[src/rtl/id_stage_pkg.sv]
// Shared decode definitions for the ID stage: opcodes, field positions,
// FSM states and register-file geometry.
package id_stage_pkg;

  localparam int REG_COUNT = 8;
  localparam int REG_AW    = 3;

  localparam logic [15:0] NOP_INSTR = 16'h0000;

  // Instruction field positions
  localparam int OP_LSB   = 12;
  localparam int OP_W     = 4;
  localparam int RD_LSB   = 9;
  localparam int RS_LSB   = 6;
  localparam int RT_LSB   = 3;
  localparam int IMM6_W   = 6;
  localparam int IMM12_W  = 12;

  typedef enum logic [3:0] {
    OP_NOP  = 4'h0,
    OP_ADD  = 4'h1,
    OP_SUB  = 4'h2,
    OP_AND  = 4'h3,
    OP_OR   = 4'h4,
    OP_ADDI = 4'h5,
    OP_BEQ  = 4'h6,
    OP_BNE  = 4'h7,
    OP_JMP  = 4'h8,
    OP_HALT = 4'hF
  } opcode_e;

  typedef enum logic {
    ST_RUN  = 1'b0,
    ST_HALT = 1'b1
  } fsm_state_e;

  // Undefined encodings collapse to NOP so the rest of the stage only sees known opcodes
  function automatic opcode_e decode_op(input logic [OP_W-1:0] raw);
    case (raw)
      4'h1: return OP_ADD;
      4'h2: return OP_SUB;
      4'h3: return OP_AND;
      4'h4: return OP_OR;
      4'h5: return OP_ADDI;
      4'h6: return OP_BEQ;
      4'h7: return OP_BNE;
      4'h8: return OP_JMP;
      4'hF: return OP_HALT;
      default: return OP_NOP;
    endcase
  endfunction

endpackage

[src/rtl/id_stage_regfile.sv]
// 8x16 register file: two asynchronous read ports, one synchronous write
// port. r0 always reads zero. Each read port can optionally see the write
// data in the same cycle (write-first) when its bypass input is set.
module id_stage_regfile
  import id_stage_pkg::*;
#(
  parameter int WORD_LEN = 16
) (
  input  logic                clk,
  input  logic                rst,
  input  logic                we,
  input  logic [REG_AW-1:0]   waddr,
  input  logic [WORD_LEN-1:0] wdata,
  input  logic [REG_AW-1:0]   raddr_a,
  input  logic                bypass_a,
  output logic [WORD_LEN-1:0] rdata_a,
  input  logic [REG_AW-1:0]   raddr_b,
  input  logic                bypass_b,
  output logic [WORD_LEN-1:0] rdata_b
);

  logic [WORD_LEN-1:0] mem [REG_COUNT];

  // Storage update; r0 is never written so it stays zero
  always_ff @(posedge clk) begin
    if (rst) begin
      for (int i = 0; i < REG_COUNT; i++) begin
        mem[i] <= '0;
      end
    end else if (we && (waddr != '0)) begin
      mem[waddr] <= wdata;
    end
  end

  // Read port A with optional write-first forwarding
  always_comb begin
    rdata_a = mem[raddr_a];
    if (raddr_a == '0) begin
      rdata_a = '0;
    end else if (bypass_a && we && (waddr == raddr_a)) begin
      rdata_a = wdata;
    end
  end

  // Read port B with optional write-first forwarding
  always_comb begin
    rdata_b = mem[raddr_b];
    if (raddr_b == '0) begin
      rdata_b = '0;
    end else if (bypass_b && we && (waddr == raddr_b)) begin
      rdata_b = wdata;
    end
  end

endmodule

[src/rtl/id_stage.sv]
// Decode stage of the three-stage core. Holds IF/ID and ID/EX registers,
// the register file, branch resolution toward fetch and the RUN/HALT FSM.
//
//   state   | meaning
//   --------+-------------------------------------------------------------
//   ST_RUN  | normal decode/issue; branches resolve, stalls may occur
//   ST_HALT | HALT retired in ID; fetch frozen, only bubbles issued to EX
//
// Only ALU instructions (ADD/SUB/AND/OR/ADDI) reach EX as valid entries;
// NOP, branches, JMP and HALT enter ID/EX as all-zero bubbles.
module id_stage
  import id_stage_pkg::*;
#(
  parameter int WORD_LEN = 16
) (
  input  logic                clk,
  input  logic                nReset,
  input  logic [WORD_LEN-1:0] PC,
  input  logic [WORD_LEN-1:0] Instruction,
  input  logic                wb_en,
  input  logic [REG_AW-1:0]   wb_addr,
  input  logic [WORD_LEN-1:0] wb_data,
  output logic                BranchTK,
  output logic                IncreaseTK,
  output logic [WORD_LEN-1:0] Broffset,
  output logic                ex_valid,
  output logic [OP_W-1:0]     ex_op,
  output logic [REG_AW-1:0]   ex_rd,
  output logic                ex_we,
  output logic [WORD_LEN-1:0] ex_a,
  output logic [WORD_LEN-1:0] ex_b,
  output logic                halted
);

  logic [WORD_LEN-1:0] ifid_pc;
  logic [WORD_LEN-1:0] ifid_instr;
  logic                ifid_valid;

  fsm_state_e state_q, state_d;

  opcode_e             op;
  logic [REG_AW-1:0]   rd, rs, rt;
  logic                is_cmp, is_jmp, is_halt, is_alu;
  logic [WORD_LEN-1:0] imm6_sext, imm12_sext, br_off, br_target;
  logic [REG_AW-1:0]   rf_addr_b;
  logic                rf_bypass;
  logic [WORD_LEN-1:0] rf_a, rf_b;
  logic                hazard, taken;
  logic                stall, squash, issue;

  // Field extraction, classification and branch target/compare
  always_comb begin
    op         = decode_op(ifid_instr[OP_LSB +: OP_W]);
    rd         = ifid_instr[RD_LSB +: REG_AW];
    rs         = ifid_instr[RS_LSB +: REG_AW];
    rt         = ifid_instr[RT_LSB +: REG_AW];
    is_cmp     = ifid_valid && ((op == OP_BEQ) || (op == OP_BNE));
    is_jmp     = ifid_valid && (op == OP_JMP);
    is_halt    = ifid_valid && (op == OP_HALT);
    is_alu     = ifid_valid && ((op == OP_ADD) || (op == OP_SUB) || (op == OP_AND) ||
                                (op == OP_OR)  || (op == OP_ADDI));
    // The comparator reads rs/rd straight from the array; keeping wb_data off
    // this path keeps the write-back to PC-redirect path short.
    rf_addr_b  = is_cmp ? rd : rt;
    rf_bypass  = !is_cmp;
    imm6_sext  = {{(WORD_LEN-IMM6_W){ifid_instr[IMM6_W-1]}}, ifid_instr[IMM6_W-1:0]};
    imm12_sext = {{(WORD_LEN-IMM12_W){ifid_instr[IMM12_W-1]}}, ifid_instr[IMM12_W-1:0]};
    br_off     = is_jmp ? imm12_sext : imm6_sext;
    br_target  = ifid_pc + WORD_LEN'(2) + {br_off[WORD_LEN-2:0], 1'b0};
    hazard     = is_cmp && ex_valid && ex_we && (ex_rd != '0) &&
                 ((ex_rd == rs) || (ex_rd == rd));
    taken      = is_jmp || (is_cmp && ((op == OP_BEQ) == (rf_a == rf_b)));
  end

  id_stage_regfile #(
    .WORD_LEN (WORD_LEN)
  ) u_regfile (
    .clk      (clk),
    .rst      (nReset),
    .we       (wb_en),
    .waddr    (wb_addr),
    .wdata    (wb_data),
    .raddr_a  (rs),
    .bypass_a (rf_bypass),
    .rdata_a  (rf_a),
    .raddr_b  (rf_addr_b),
    .bypass_b (rf_bypass),
    .rdata_b  (rf_b)
  );

  // Next state and fetch control, priority: reset > HALT > stall > taken > normal
  always_comb begin
    state_d    = state_q;
    BranchTK   = 1'b0;
    IncreaseTK = 1'b0;
    Broffset   = '0;
    stall      = 1'b0;
    squash     = 1'b0;
    issue      = 1'b0;
    if (!nReset && (state_q == ST_RUN)) begin
      if (is_cmp || is_jmp) begin
        Broffset = br_target;
      end
      if (hazard) begin
        stall = 1'b1;
      end else if (taken) begin
        BranchTK = 1'b1;
        squash   = 1'b1;
      end else begin
        IncreaseTK = 1'b1;
      end
      issue = is_alu && !stall;
      if (is_halt) begin
        state_d = ST_HALT;
      end
    end
  end

  assign halted = (state_q == ST_HALT);

  // FSM state register; HALT is only left through reset
  always_ff @(posedge clk) begin
    if (nReset) begin
      state_q <= ST_RUN;
    end else begin
      state_q <= state_d;
    end
  end

  // IF/ID register: hold on stall or HALT, NOP on squash, else capture fetch
  always_ff @(posedge clk) begin
    if (nReset) begin
      ifid_pc    <= '0;
      ifid_instr <= WORD_LEN'(NOP_INSTR);
      ifid_valid <= 1'b0;
    end else if ((state_q == ST_HALT) || stall) begin
      ifid_pc    <= ifid_pc;
      ifid_instr <= ifid_instr;
      ifid_valid <= ifid_valid;
    end else if (squash) begin
      ifid_pc    <= '0;
      ifid_instr <= WORD_LEN'(NOP_INSTR);
      ifid_valid <= 1'b0;
    end else begin
      ifid_pc    <= PC;
      ifid_instr <= Instruction;
      ifid_valid <= 1'b1;
    end
  end

  // ID/EX register: ALU instructions issue, everything else is a zero bubble
  always_ff @(posedge clk) begin
    if (nReset || !issue) begin
      ex_valid <= 1'b0;
      ex_op    <= '0;
      ex_rd    <= '0;
      ex_we    <= 1'b0;
      ex_a     <= '0;
      ex_b     <= '0;
    end else begin
      ex_valid <= 1'b1;
      ex_op    <= op;
      ex_rd    <= rd;
      ex_we    <= 1'b1;
      ex_a     <= rf_a;
      ex_b     <= (op == OP_ADDI) ? imm6_sext : rf_b;
    end
  end

endmodule

[config.mk]
export PLATFORM = sky130hd
export DESIGN_NAME = id_stage
export DESIGN_NICKNAME = d
export VERILOG_FILES = /design/src/rtl/id_stage_pkg.sv /design/src/rtl/id_stage_regfile.sv /design/src/rtl/id_stage.sv
export SDC_FILE = /design/constraint.sdc
export NUM_CORES = 1
export LEC_CHECK = 0
export BUFFER_PORTS_ARGS = -buffer_cell sky130_fd_sc_hd__buf_4
export CAP_MARGIN = 30
export CORE_AREA = 2 2 139 141
export DETAILED_ROUTE_END_ITERATION = 12
export DIE_AREA = 0 0 141 143
export GPL_TIMING_DRIVEN = 0
export PLACE_DENSITY = 0.8
export SLEW_MARGIN = 20
export SYNTH_ARGS = -nofsm -noshare
export SYNTH_HDL_FRONTEND = slang
export SYNTH_HIERARCHICAL = 1
export SYNTH_SLANG_ARGS = --single-unit
[constraint.sdc]
create_clock -name clk -period 6.51 [get_ports clk]
set_clock_uncertainty 0.15 [all_clocks]
set_input_delay 1.302 -clock clk [delete_from_list [all_inputs] [get_ports clk]]
set_output_delay 1.302 -clock clk [all_outputs]
set_load 0.005 [all_outputs]
==> flow_summary.yaml, run 1 <==
clock_network:
  postCtsHoldBufs: 0
  cts-root-buf: "clkbuf_16"
  clock_path_buffers: 3
  clk_pin_slew_ns: 0.06
  clkSinkCount: 206
  cts_buffers: 21
  cts_tree: "done"
  cts_max_level: 1
  clock_latency_ns: 0.52
global_routing:
  grt_max_degree: 17
  antenna_found_initial: 0
  grt_pass1_wl_um: 45800
  grt_pass1_vias: 8294
  track_usage: 0.294
  gr-total-overflow: 0
critical_path:
  end_kind: "output pin"
  rrSetupSlack_ns: 1.64
  crit_arrival_ns: 4.88
  start_kind: "flop"
  worstSetupPathType: "flop to output pin"
  worst-path-max-fanout: 10
  r2r_cells: 20
  r2r_start: "op[3]"
  worst_ep_required_time_ns: 5.06
  reg2reg_to: "ifid_instr[0]"
die:
  start_util: 0.597
  die_w_um: 141
  die_area_sq_um: 20200
  core_area_sq_um: 18600
  fp-row-count: 50
  die_h_um: 143
  ioPinCount: 114
power:
  vdd_drop_max_uv: 217
  power.leakage_uw: 0.00524
  powerDensity_nw_per_um2: 247
  total_power_uw: 3240
placed_design:
  io_buffers: 111
  gp_congestion: 0.968
  dp_hpwl_um: 22100
  place_area_sq_um: 12300
timing:
  setup_viol: 0
  slew_viol_final: 0
  worstMarginPinSlew_ns: 0.963
  post-route-period-util: 0.973
  post-route-min-period_ns: 6.33
  max_freq_mhz: 158
  maxSlewHeadroom: 0.353
  finalHoldViolations: 0
detailed_routing:
  drt_iter0_drc: 897
  ant_nets: 0
  routed_wirelength_um: 30000
  vias_per_cell: 6.06
  dr.pass1.iters: 6
  vias: 8579
  routedWlPerCell_um: 21.2
  drc: 0
logic_synthesis:
  synth.most_common_cell: "and2_1"
  yosysUniqueCellTypes: 56
  yosysSeqAreaShare: 0.488
  synthArstFlopShare: 0
  ys_ff_latch: 206
  yosysTopAreaCellShare: 0.347
  ys.flop_type: "edfxtp_1"
  yosysWarnings: 6
  synthCells: 1011
  synth_edf_count: 128
  yosys-top-cells-count: "and2_1 (142), edfxtp_1 (128), dfxtp_1 (78)"
  synth_area_leader_cell: "edfxtp_1"
  netlist_area_sq_um: 11100
  synth_area_leaders: "edfxtp_1 (35%), dfxtp_1 (14%), and2_1 (8.0%)"
  syn_area_per_cell_sq_um: 11.0
run:
  cap_violations: 0
worst_hold_path:
  hold_depth: 2
  min_from: "ifid_pc[0]"
  hp-class: "flop to flop"
  whs_endpoint: "ifid_pc[0]"
layout:
  num_antenna_cells: 0
  drive_gt1_frac: 0.231
  syn2layout_area_growth_pct: 18.3
  nNetsFinal: 1248
  fin_area_sq_um: 13100
  n_fill_cell: 1358
outcome:
  status: "completed"
cells in the final DEF (no fill, tap or decap), drive strengths merged, types with 19 or more instances in the layout:
| cell | Yosys | final |
|---|---|---|
| a211oi | 33 | 33 |
| a21oi | 55 | 55 |
| and2 | 142 | 142 |
| buf | 45 | 161 |
| clkbuf | 25 | 57 |
| dfxtp | 78 | 78 |
| edfxtp | 128 | 128 |
| ha | 27 | 27 |
| mux2i | 65 | 65 |
| mux4 | 34 | 34 |
| nand2 | 74 | 74 |
| nand3 | 35 | 35 |
| nor2 | 63 | 63 |
| nor3 | 43 | 43 |
| o22ai | 31 | 31 |
| xnor2 | 21 | 21 |
| xor2 | 19 | 19 |
logic make-up (layout without fill, tap and decap cells):
| family | count (synthesis) | in the layout | synth area share |
|---|---|---|---|
| DFF | 206 | 206 | 0.488 |
| AOI/OAI and AO/OA | 149 | 149 | 0.0874 |
| buffers and inverters | 82 | 237 | 0.0388 |
| and+or+nand+nor | 405 | 405 | 0.193 |
| muxes | 99 | 99 | 0.128 |
| xor gates and xnor gates | 40 | 40 | 0.0323 |
| adders and majority gates | 28 | 28 | 0.0323 |
| other | 2 | 17 | 0.000677 |
worst max-delay path, stage by stage, from the launching register on:
cell and delay, ns:
dfxtp_1 0.39, and4b_1 0.21, buf_2 0.17, clkinvlp_4 0.14, nand2_1 0.07, nand2_1 0.07
buf_2 0.22, buf_4 0.24, buf_4 0.26, mux4_2 0.36, a211oi_1 0.36, nor3_2 0.11
xnor2_1 0.22, nand4_1 0.18, nor4_4 0.41, mux2i_2 0.31, a21o_1 0.23, buf_4 0.21
inv_1 0.07, buf_4 0.13
registers in the layout, indices dropped and copies added (netlist names):
signal	count
ifid_pc	16
ex_rd	3
ifid_instr	16
ex_op	4
ex_we	1
ex_a	16
ifid_valid	1
halted	1
op	4
u_regfile/mem	128
ex_b	16
routing by layer:
| layer | part of all wire | up-vias | GRT usage |
|---|---|---|---|
| met5 | 0 | - | 0 |
| met3 | 0.082 | 54 | 0.0349 |
| met4 | 0.018 | 0 | 0.0705 |
| li1 | - | 3952 | - |
| met1 | 0.42 | 4125 | 0.400 |
| met2 | 0.48 | 448 | 0.508 |
how the worst max path moves through the flow:
stage	startpoint	slack, ns	cells past startpoint	endpoint
2_1_floorplan	wb_addr[2]	1.06	13	BranchTK
3_3_place_gp	wb_addr[2]	-0.12	14	BranchTK
3_5_place_dp	wb_addr[2]	-0.14	14	BranchTK
4_1_cts	ifid_valid	0.06	20	BranchTK
5_1_grt	op[1]	-0.02	19	BranchTK
6_report	op[3]	0.18	19	BranchTK
where the power goes:
part           internal, uW  total [uW]  switching, uW
Sequential             1460        1510           46.0
Clock                   704        1210            502
Combinational           227         524            297
per-stage QoR:
stage / instances / hold slack, ns / setup WS, ns / util / setup TNS [ns]
floorplan: 1026 / 0.277 / 1.06 / - / 0
global placement: 1371 / 0.292 / -0.124 / 0.660 / -0.124
detailed placement: 1373 / 0.301 / -0.137 / 0.661 / -0.137
CTS: 1412 / 0.309 / 0.0566 / 0.703 / 0
global route: 1415 / 0.334 / -0.0208 / 0.706 / -0.0326
finish: 1415 / 0.307 / 0.177 / 0.706 / 0
timing repair:
item | 4_1_cts | 5_1_grt
setup buffers | 1 | 3
pin swaps | 1 | 4
resized for setup | 18 | 11
cloned | 0 | 0
endpoints found under the setup margin | 2 | 2
area by class of cell:
class | instances | area (sq um) | share of cell area
Buffer | 70 | 404 | 0.0308
Clock buffer | 31 | 621 | 0.0473
Clock inverter | 7 | 65.1 | 0.00496
Inverter | 12 | 53.8 | 0.00410
Multi-Input combinational cell | 738 | 5400 | 0.411
Sequential cell | 206 | 5410 | 0.412
Tap cell | 234 | 293 | 0.0223
Timing Repair Buffer | 117 | 880 | 0.0670
Power figures use the tool's default switching activity.
==> run 2: changes to the inputs <==
--- a/config.mk
+++ b/config.mk
@@ -5,13 +5,13 @@
 export SDC_FILE = /design/constraint.sdc
 export NUM_CORES = 1
 export LEC_CHECK = 0
-export BUFFER_PORTS_ARGS = -buffer_cell sky130_fd_sc_hd__buf_4
 export CAP_MARGIN = 30
-export CORE_AREA = 2 2 139 141
+export CORE_AREA = 2 2 135 137
 export DETAILED_ROUTE_END_ITERATION = 12
-export DIE_AREA = 0 0 141 143
+export DIE_AREA = 0 0 137 139
+export DONT_BUFFER_PORTS = 1
 export GPL_TIMING_DRIVEN = 0
-export PLACE_DENSITY = 0.8
+export PLACE_DENSITY = 0.79
 export SLEW_MARGIN = 20
 export SYNTH_ARGS = -nofsm -noshare
 export SYNTH_HDL_FRONTEND = slang
==> run 2 against run 1 <==
  * Setup slack improved by 0.043 ns
  * Clock power about the same
  * Sequential share of layout area increased by 2.8 points
  * Non-clock buffer count decreased by 112
  * Fmax grew 0.68%
  * Count of clock-buffer cells in the layout decreased by 1
  * Die area down 5.6%
  * Routed wire length shrank 4.8%
  * Largest cell class unchanged
==> flow_summary.yaml, run 2 (same netlist as run 1, synthesis figures left out) <==
critical_path:
  start_kind: "input pin"
  crit_arrival_ns: 4.84
  cp_slowest_cell: "nor3_1"
  worst-path-max-fanout: 10
  end_kind: "output pin"
  worst_ep_required_time_ns: 5.06
  cp_num_buf_inv: 4
  slowest_delay_ns: 0.48
  path_delay_family: "simple AND/OR/NAND/NOR gates"
  cpMostUsedCell: "nor4_4"
  path_cells: "clkbuf_1 > xor2_1 > nor4_4 > buf_2 > a211oi_1 > nor3_1 > xnor2_2 > nand4_1 > nor4_4 > mux2i_2 > a21o_1 > clkbuf_4 > inv_1"
  worstSetupPathType: "input pin to output pin"
layout:
  largest_reg_flops: 128
  syn2layout_area_growth_pct: 10.8
  drive_gt1_frac: 0.148
  finalCoreUtilization: 0.696
  final_cell_mix: "and2_1 (142), edfxtp_1 (128), dfxtp_1 (78), nand2_1 (74), mux2i_1 (64)"
  fin_area_sq_um: 12300
  regMostFlops: "u_regfile/mem"
  layout_commonest_cell: "and2_1"
  num_antenna_cells: 0
  nNetsFinal: 1137
clock_network:
  cts-root-buf: "clkbuf_16"
  clk_pin_slew_ns: 0.06
  clock_path_buffers: 3
  postCtsHoldBufs: 0
  clkSinkCount: 206
  cts_max_level: 1
  cts_buffers: 22
  cts_tree: "done"
  clock_latency_ns: 0.51
timing:
  worst_slack_ns: 0.220
  slew_viol_final: 0
  post-route-min-period_ns: 6.29
  worstMarginPinSlew_ns: 0.949
  post-route-period-util: 0.966
  maxSlewHeadroom: 0.363
  max_freq_mhz: 159
  tns_ns: 0
  fin_hold_ws_ns: 0.301
  rsz0062_at_grt: "false"
  finalHoldViolations: 0
  setup_viol: 0
power:
  p_comb_frac: 0.147
  vdd_drop_max_uv: 211
  power_frac_clock: 0.384
  p_sw_uw: 825
  powerDensity_nw_per_um2: 261
  p_int_uw: 2380
  p_seq_frac: 0.469
  p_sw_frac: 0.257
  power.leakage_uw: 0.00467
global_routing:
  grt_pass1_wl_um: 43800
  track_usage: 0.304
  antenna_found_initial: 0
  grt_pass1_vias: 7840
  gr-total-overflow: 0
  grt_max_degree: 17
run:
  cap_violations: 0
worst_hold_path:
  hp-class: "flop to flop"
detailed_routing:
  ant_nets: 0
  vias_per_cell: 6.29
  drc: 0
  drt_iter0_drc: 914
  routed_wirelength_um: 28500
  vias: 8173
  dr.pass1.iters: 7
  routedWlPerCell_um: 22.0
die:
  ioPinCount: 114
  die_w_um: 137
  start_util: 0.628
  fp-row-count: 49
  die_area_sq_um: 19000
  die_h_um: 139
  core_area_sq_um: 17700
outcome:
  status: "completed"
placed_design:
  gp_congestion: 0.941
  dp_hpwl_um: 20400
  io_buffers: 0
  place_area_sq_um: 11400
  pre_cts_slack_ns: -0.275
-- run 2: layout make-up --
cell class	count	area, sq um
Buffer	70	395
Clock buffer	30	633
Clock inverter	10	85.1
Fill cell	1305	5370
Inverter	12	53.8
Multi-Input combinational cell	738	5390
Sequential cell	206	5410
Tap cell	229	287
Timing Repair Buffer	5	42.5
-- run 2: per-layer routing --
| layer | wire, um | share of wire | global-route usage | vias to the layer above |
|---|---|---|---|---|
| met5 | 0 | 0 | 0 | - |
| li1 | - | - | - | 3740 |
| met3 | 3000 | 0.10 | 0.0453 | 58 |
| met2 | 13100 | 0.46 | 0.476 | 461 |
| met4 | 714 | 0.025 | 0.0798 | 0 |
| met1 | 11800 | 0.41 | 0.447 | 3914 |
-- run 2: through the flow --
stage | cells | power (uW)
final | 1300 | 3210
after floorplan | 1026 | 1850
after detailed placement | 1257 | 1970
after global placement | 1255 | 1960
after CTS | 1298 | 3200
after global routing | 1300 | 3310
-- run 2: what timing repair did --
| action | in CTS | in global routing |
|---|---|---|
| setup buffers | 1 | 2 |
| pin swaps | 1 | 2 |
| endpoints found under the setup margin | 2 | 2 |
| resized for setup | 11 | 14 |
| gates cloned | 0 | 0 |
-- run 2: worst paths after layout --
| check | from | end | slack, ns | cells past startpoint |
|---|---|---|---|---|
| min reg2reg | ifid_pc[1] | ifid_pc[1] | 0.30 | 2 |
| max | wb_addr[1] | BranchTK | 0.22 | 13 |
| max reg2reg | ifid_valid | ifid_instr[1] | 1.62 | 21 |
| min | ifid_pc[1] | ifid_pc[1] | 0.30 | 2 |
-- run 2: power groups by stage --
stage,Sequential [uW],Combinational (uW),Clock (uW)
floorplan,1520,336,0
global placement,1530,434,0
detailed placement,1530,441,0
CTS,1500,456,1240
global route,1510,504,1290
finish,1500,470,1230
-- run 2: worst min-delay path, stage by stage (launching register included) --
cell,delay [ns]
dfxtp_1,0.31
nand2_1,0.05
a21oi_1,0.05
